$ cat src/rtl/uart_hasti_arb.sv
// Two-master arbiter in front of the UART register port: round-robin or fixed
// priority, with stall hold and a bounded mastlock run.
module uart_hasti_arb #(
  parameter int FIXED_PRIO        = 0,
  parameter int MAX_LOCK          = 8,
  parameter int HASTI_ADDR_WIDTH  = 32,
  parameter int HASTI_BUS_WIDTH   = 32,
  parameter int HASTI_SIZE_WIDTH  = 3,
  parameter int HASTI_BURST_WIDTH = 3,
  parameter int HASTI_PROT_WIDTH  = 4
) (
  input  logic                         i_clk,
  input  logic                         i_resetn,
  input  logic [HASTI_ADDR_WIDTH-1:0]  i_m0_addr,
  input  logic                         i_m0_read,
  input  logic                         i_m0_write,
  input  logic [HASTI_SIZE_WIDTH-1:0]  i_m0_size,
  input  logic [HASTI_BURST_WIDTH-1:0] i_m0_burst,
  input  logic                         i_m0_mastlock,
  input  logic [HASTI_PROT_WIDTH-1:0]  i_m0_prot,
  input  logic [HASTI_BUS_WIDTH-1:0]   i_m0_wdata,
  output logic                         o_m0_ready,
  output logic [HASTI_BUS_WIDTH-1:0]   o_m0_rdata,
  output logic                         o_m0_resp,
  input  logic [HASTI_ADDR_WIDTH-1:0]  i_m1_addr,
  input  logic                         i_m1_read,
  input  logic                         i_m1_write,
  input  logic [HASTI_SIZE_WIDTH-1:0]  i_m1_size,
  input  logic [HASTI_BURST_WIDTH-1:0] i_m1_burst,
  input  logic                         i_m1_mastlock,
  input  logic [HASTI_PROT_WIDTH-1:0]  i_m1_prot,
  input  logic [HASTI_BUS_WIDTH-1:0]   i_m1_wdata,
  output logic                         o_m1_ready,
  output logic [HASTI_BUS_WIDTH-1:0]   o_m1_rdata,
  output logic                         o_m1_resp,
  output logic [HASTI_ADDR_WIDTH-1:0]  o_s_addr,
  output logic                         o_s_read,
  output logic                         o_s_write,
  output logic [HASTI_SIZE_WIDTH-1:0]  o_s_size,
  output logic [HASTI_BURST_WIDTH-1:0] o_s_burst,
  output logic                         o_s_mastlock,
  output logic [HASTI_PROT_WIDTH-1:0]  o_s_prot,
  output logic [HASTI_BUS_WIDTH-1:0]   o_s_wdata,
  input  logic [HASTI_BUS_WIDTH-1:0]   i_s_rdata,
  input  logic                         i_s_ready,
  input  logic                         i_s_resp,
  output logic                         o_gnt,
  output logic                         o_dp_valid,
  output logic                         o_dp_owner
);
  typedef enum logic [1:0] {ST_ARB = 2'd0, ST_HOLD = 2'd1, ST_LOCK = 2'd2} state_t;
  localparam logic [7:0] LOCK_MAX = 8'(MAX_LOCK);

  state_t     r_state;
  logic       r_gnt, r_last, r_force, r_idle, r_dp_valid, r_dp_owner;
  logic [7:0] r_lock_cnt;
  logic       w_req0, w_req1, w_gnt, w_owner_req, w_acc, w_lock;
  logic [7:0] w_cnt_nxt;

  assign w_req0 = i_m0_read | i_m0_write;
  assign w_req1 = i_m1_read | i_m1_write;

  // Only ARB re-arbitrates; HOLD and LOCK keep the registered owner.
  // r_force hands the tie to the other master right after a lock expiry.
  always_comb begin
    w_gnt = r_gnt;
    if (r_state == ST_ARB) begin
      if (w_req0 && w_req1) w_gnt = (FIXED_PRIO != 0 && !r_force) ? 1'b0 : ~r_last;
      else if (w_req0)      w_gnt = 1'b0;
      else if (w_req1)      w_gnt = 1'b1;
    end
  end

  assign w_owner_req = w_gnt ? w_req1 : w_req0;
  assign w_acc       = w_owner_req & i_s_ready;
  assign w_lock      = w_gnt ? i_m1_mastlock : i_m0_mastlock;
  assign w_cnt_nxt   = r_lock_cnt + 8'd1;

  assign o_m0_ready   = ~w_gnt & w_req0 & i_s_ready;
  assign o_m1_ready   =  w_gnt & w_req1 & i_s_ready;
  assign o_s_addr     = w_gnt ? i_m1_addr     : i_m0_addr;
  assign o_s_read     = w_gnt ? i_m1_read     : i_m0_read;
  assign o_s_write    = w_gnt ? i_m1_write    : i_m0_write;
  assign o_s_size     = w_gnt ? i_m1_size     : i_m0_size;
  assign o_s_burst    = w_gnt ? i_m1_burst    : i_m0_burst;
  assign o_s_mastlock = w_gnt ? i_m1_mastlock : i_m0_mastlock;
  assign o_s_prot     = w_gnt ? i_m1_prot     : i_m0_prot;
  assign o_s_wdata    = w_gnt ? i_m1_wdata    : i_m0_wdata;

  assign o_m0_rdata = (r_dp_valid && !r_dp_owner) ? i_s_rdata : '0;
  assign o_m1_rdata = (r_dp_valid &&  r_dp_owner) ? i_s_rdata : '0;
  assign o_m0_resp  = r_dp_valid & ~r_dp_owner & i_s_resp;
  assign o_m1_resp  = r_dp_valid &  r_dp_owner & i_s_resp;
  assign o_gnt      = w_gnt;
  assign o_dp_valid = r_dp_valid;
  assign o_dp_owner = r_dp_owner;

  always_ff @(posedge i_clk) begin
    if (!i_resetn) begin
      r_state    <= ST_ARB;
      r_gnt      <= 1'b0;
      r_last     <= 1'b1;
      r_force    <= 1'b0;
      r_idle     <= 1'b0;
      r_lock_cnt <= 8'd0;
      r_dp_valid <= 1'b0;
      r_dp_owner <= 1'b0;
    end else begin
      r_gnt      <= w_gnt;
      r_dp_valid <= w_acc;
      if (w_acc) begin
        r_last     <= w_gnt;
        r_dp_owner <= w_gnt;
      end
      case (r_state)
        ST_ARB, ST_HOLD: begin
          r_idle <= 1'b0;
          if (w_acc) begin
            r_force <= 1'b0;
            if (w_lock && LOCK_MAX > 8'd1) begin
              r_state    <= ST_LOCK;
              r_lock_cnt <= 8'd1;
            end else begin
              r_state <= ST_ARB;
            end
          end else if (w_owner_req) begin
            r_state <= ST_HOLD;
          end else begin
            r_state <= ST_ARB;
          end
        end
        ST_LOCK: begin
          if (w_acc) begin
            r_idle <= 1'b0;
            if (!w_lock) begin
              r_state    <= ST_ARB;
              r_lock_cnt <= 8'd0;
            end else if (w_cnt_nxt >= LOCK_MAX) begin
              r_state    <= ST_ARB;
              r_lock_cnt <= 8'd0;
              r_force    <= 1'b1;
            end else begin
              r_lock_cnt <= w_cnt_nxt;
            end
          end else if (!w_owner_req) begin
            // Two idle cycles from the lock owner release the lock.
            if (r_idle) begin
              r_state    <= ST_ARB;
              r_lock_cnt <= 8'd0;
              r_idle     <= 1'b0;
            end else begin
              r_idle <= 1'b1;
            end
          end else begin
            r_idle <= 1'b0;
          end
        end
        default: r_state <= ST_ARB;
      endcase
    end
  end
endmodule

$ cat config.mk
export PLATFORM = sky130hd
export DESIGN_NAME = uart_hasti_arb
export DESIGN_NICKNAME = d
export VERILOG_FILES = /design/src/rtl/uart_hasti_arb.sv
export SDC_FILE = /design/constraint.sdc
export NUM_CORES = 1
export LEC_CHECK = 0
export CAP_MARGIN = 10
export CORE_AREA = 5 5 129 131
export CTS_CLUSTER_SIZE = 24
export DETAILED_ROUTE_END_ITERATION = 8
export DIE_AREA = 0 0 134 136
export DONT_BUFFER_PORTS = 1
export PLACE_DENSITY = 0.3
export SLEW_MARGIN = 10
export SYNTH_ARGS = -nofsm -noshare
export SYNTH_HDL_FRONTEND = slang
export SYNTH_SLANG_ARGS = --single-unit
export TNS_END_PERCENT = 5
$ cat constraint.sdc
create_clock -name i_clk -period 3.57 [get_ports i_clk]
set_input_delay 0.357 -clock i_clk [delete_from_list [all_inputs] [get_ports i_clk]]
set_output_delay 0.357 -clock i_clk [all_outputs]
set_load 0.005 [all_outputs]
## Word-level counts from Yosys, hierarchy flattened

Index checks and enable logic that the tools add are counted.

| word-level totals | value |
|---|---|
| register bits after elaboration | 15 |
| bits of input ports | 190 |
| logic and storage cells | 75 |

| operators by class | value |
|---|---|
| reductions and logical operators | 9 |
| bitwise gates (word level) | 14 |
| equality and inequality tests | 7 |
| $lt $le $gt $ge | 1 |
| multiplexer cells | 36 |
| add/sub/neg operators | 1 |

Operators by type and width:

| operator | number |
|---|---|
| $mux W32 | 4 |
| $mux W8 | 7 |
| $pmux W8 S2 | 1 |
| $mux W2 | 7 |
| $mux W1 | 12 |
| $and A1 B1 Y1 | 9 |
| $add A8 B1 Y8 const B | 1 |
| $ge A8 B4 Y1 const B | 1 |
| $mux W3 | 2 |
| $ne A3 B3 Y1 const B | 2 |
| $reduce_and A5 Y1 | 1 |
| $mux W4 | 1 |
| $ne A2 B2 Y1 const B | 2 |
| $ne A4 B4 Y1 const B | 1 |
| $pmux W2 S2 | 1 |
| $logic_and A1 B1 Y1 | 3 |
| $not A1 Y1 | 3 |
| $reduce_and A3 Y1 | 1 |
| $eq A2 B1 Y1 const B | 1 |
| $eq A2 B2 Y1 const B | 1 |
| $logic_not A2 Y1 | 1 |
| $or A1 B1 Y1 | 2 |
| $pmux W1 S2 | 1 |
| $reduce_bool A2 Y1 | 1 |
| other kinds (2) | 2 |

## Depth between registers and ports, before layout

| depth | value |
|---|---|
| depth in word-level cells | 9 |
| depth in mapped cells | 8 |
| depth with buffers taken out | 6 |

## Worst setup path after synthesis

OpenSTA, ideal clock, no wires.

| timing path | value |
|---|---|
| path kind | register -> output |
| start point | register r_state[1] |
| end point | output port o_s_addr[10] |
| arrival | 1.766 ns |
| data required time | 3.213 ns |
| setup slack | 1.447 ns |
| cell stages (with the launch flop) | 8 |
| cell sequence | dfxtp_1 clkbuf_1 nor2_1 o211ai_1 nand2_1 clkbuf_1 buf_2 mux2_2 |

| on the way | value |
|---|---|
| word-level cells in the longest chain between the ends | 3 |

RTL lines:

| what | RTL line | text |
|---|---|---|
| start, declared | 54 | `state_t r_state;` |
| start signal, assigned | 100 | `r_state <= ST_ARB;` |
| start signal, assigned | 121 | `r_state <= ST_LOCK;` |
| start signal, assigned | 124 | `r_state <= ST_ARB;` |
| $logic_not A2 Y1 | -- |  |
| $mux W1 | 67 | `if (r_state == ST_ARB) begin` |
| $mux W32 | 81 | `assign o_s_addr = w_gnt ? i_m1_addr : i_m0_addr;` |
| end, declared | 36 | `output logic [HASTI_ADDR_WIDTH-1:0] o_s_addr,` |

Every way passes these cells.

## Worst setup path in the final report

| timing path | value |
|---|---|
| start point | register r_state[1] |
| end point | output port o_s_addr[12] |

| on the way | value |
|---|---|
| word-level cells in the longest chain between the ends | 3 |

RTL lines:

| what | RTL line | text |
|---|---|---|
| $logic_not A2 Y1 | -- |  |
| $mux W1 | 67 |  |
| net o_gnt | 47 | `output logic o_gnt,` |
| $mux W32 | 81 |  |

The timed path passes the listed nets, and every way through them passes these cells.

==> run summary <==
outcome = complete, no violations
WP data required = 3210 ps
endpoints failing setup = 0
slowest stage cell, crit path = nand2_4
Final Power = 0.783 mW
Buf/Inv on CP = 0
ys flop type = dfxtp_1
CTS resizes = 0
CTS buffer count = 3
fill count = 1729
share of layout cells above drive strength 1 = 0.388
P&R area growth vs syn = 11.6%
pwr/cell area = 320 mW/mm2
Mapped Area = 0.00219 mm2
wire length per cell = 25.9 um
Vias/cell = 4.80
Clock Latency Late Sink = 250 ps
HP Class = primary input to register
minimum clock period = 2880 ps
crit path DAT = 2520 ps
Mapped Nets = 448
sequential element share of the synthesized area = 0.137
Die Y = 136 um
# clock sinks = 15
Post-CTS Setup Inserts = 0
WS Path Type = register to primary output
Post-Route WL = 11300 um
Async S/R FF share, synth = 0
Remaining DRCs = 0
drt initial violations = 82
max_slew headroom = 0.320
Slew @ Worst Pin = 1020 ps
initial antenna violation count = 5
Core ar. = 0.0155 mm2
Clock Skews = 5.74 ps
max_cap viols = 0
synth cell count leaders = mux2_2, and2_1, and3_1
CP Cell Sequence = o31ai_1 -> nand2_4 -> mux2_2
post-synth top area share = 0.395
Final Hold Fails = 0
Yosys cell types = 42
drt pass-1 iters = 4
post-route ant nets = 0
port buffer count = 0
GRT Total Usage = 0.110
Ys Warns = 0
Worst Setup End Kind = primary output
Mean Syn Cell Area = 8.54 um2
Critical Path Fanout Max = 83
Worst-path clk slew = 50 ps
Achievable Freq = 0.348 GHz
largest cells by area after synthesis = mux2_2, dfxtp_1, and2_1
Die Wd = 134 um
total grt overflow = 0
Placement Rows = 46
RSZ-0062 raised after global routing = false
Worst path max stage delay = 670 ps
area leader, netlist = mux2_2
Starting Density = 0.142
most frequent cell after synthesis = mux2_2
global-route wire length before repair = 15100 um
Lkg Pwr = 0.964 nW
Mapped Cells = 257
final-stage net count = 434
clk buf depth = 2
final core utilization = 0.158
CTS tree = done
CP top delay family = simple AND/OR/NAND/NOR gates
Storage cell area = 300 um2
root buffer cell = clkbuf_16
EDFF count, synth = 0
post-detail-place hpwl = 9840 um
H-tree depth = 1
maximum VDD drop = 0.118 mV
hold_buf cts = 0
Fin Setup TNS = 0 ps
footprint of the multi-input gates = 0.00181 mm2
Die Area = 0.0182 mm2
pin count of the biggest net entering global routing = 84
max-slew violation count = 0
vias in the first global route = 2094
I/O pin total = 338
final period utilization = 0.806
Final Wtd Congestion = 0.900
r2r setup slk = 1310 ps
Setup crit start kind = register
Synth Register Bits = 15
vias = 2087
==> worst reg2reg max path: stages, from the launching register on <==
cell and delay, ps:
dfxtp_1 400, o31ai_1 600, nand2_4 680, o21ai_0 360
a21boi_0 110
==> through the flow <==
stage | worst slack [ps] | area [um2] | hold slack [ps] | std cells
3_5_place_dp | 968 | 2370 | 442 | 430
6_report | 693 | 2450 | 187 | 435
3_3_place_gp | 1060 | 2370 | 441 | 430
4_1_cts | 698 | 2450 | 185 | 434
5_1_grt | 506 | 2450 | 190 | 435
2_1_floorplan | 1450 | 2190 | 433 | 257
==> where the power goes <==
group | total (mW) | internal (mW) | switching (mW)
Clock | 0.221 | 0.150 | 0.0716
Sequential | 0.196 | 0.176 | 0.0199
Combinational | 0.366 | 0.175 | 0.191
Total | 0.783 | 0.500 | 0.283
==> registers in the layout, indices dropped and copies added, names as in the netlist <==
name        flops
o_dp_owner      1
o_dp_valid      1
r_gnt           1
r_idle          1
r_last          1
r_lock_cnt      8
r_state         2
==> final cells by class <==
type | instances | share of cell area
multi-input combinational | 220 | 0.739
sequential | 15 | 0.123
tap | 192 | 0.0981
clock buffer | 3 | 0.0307
timing repair buffer | 1 | 0.00307
inverter | 2 | 0.00307
clock inverter | 1 | 0.00204
antenna | 1 | 0.00102
==> logic make-up (layout without fill, tap and decap cells) <==
logic type | count (synthesis) | count (layout) | synth area share
and+or+nand+nor | 110 | 110 | 0.307
adders and majority gates | 1 | 1 | 0.00570
muxes | 79 | 79 | 0.406
other | 0 | 1 | 0
DFF | 15 | 15 | 0.137
buffers and inverters | 22 | 7 | 0.0416
AOI/OAI and AO/OA | 29 | 29 | 0.0986
xor gates and xnor gates | 1 | 1 | 0.00399
==> routing by layer <==
layer / share of wire / global-route usage / vias to the layer above
met5: 0.0049 / 0 / -
met1: 0.36 / 0.118 / 944
met2: 0.49 / 0.192 / 196
met3: 0.11 / 0.0470 / 22
met4: 0.031 / 0.0383 / 8
li1: - / - / 917
==> worst paths after layout <==
kind                            startpoint            to  cells past startpoint
worst min register to register      r_idle        r_idle                      2
worst min-delay path             i_s_ready    r_state[0]                      1
worst max-delay path            r_state[1]  o_s_addr[12]                      3
worst max register to register  r_state[1]    o_dp_owner                      4
==> cells in the final DEF, fill, tap and decap left out, types with 2 or more instances in the layout <==
master	instances
a21oi_1	3
and2_1	34
mux2_2	77
a211oi_1	2
and3_2	6
and3_1	33
clkbuf_16	3
nor3b_1	2
nand2_1	8
nor2b_1	4
a21boi_0	4
inv_1	2
o21ai_0	5
a211o_1	2
o211ai_1	2
o21a_1	2
nand3_1	3
nor2_1	5
nor3_1	3
nand4_1	4
dfxtp_1	15
(Power assumes the default switching activity.)
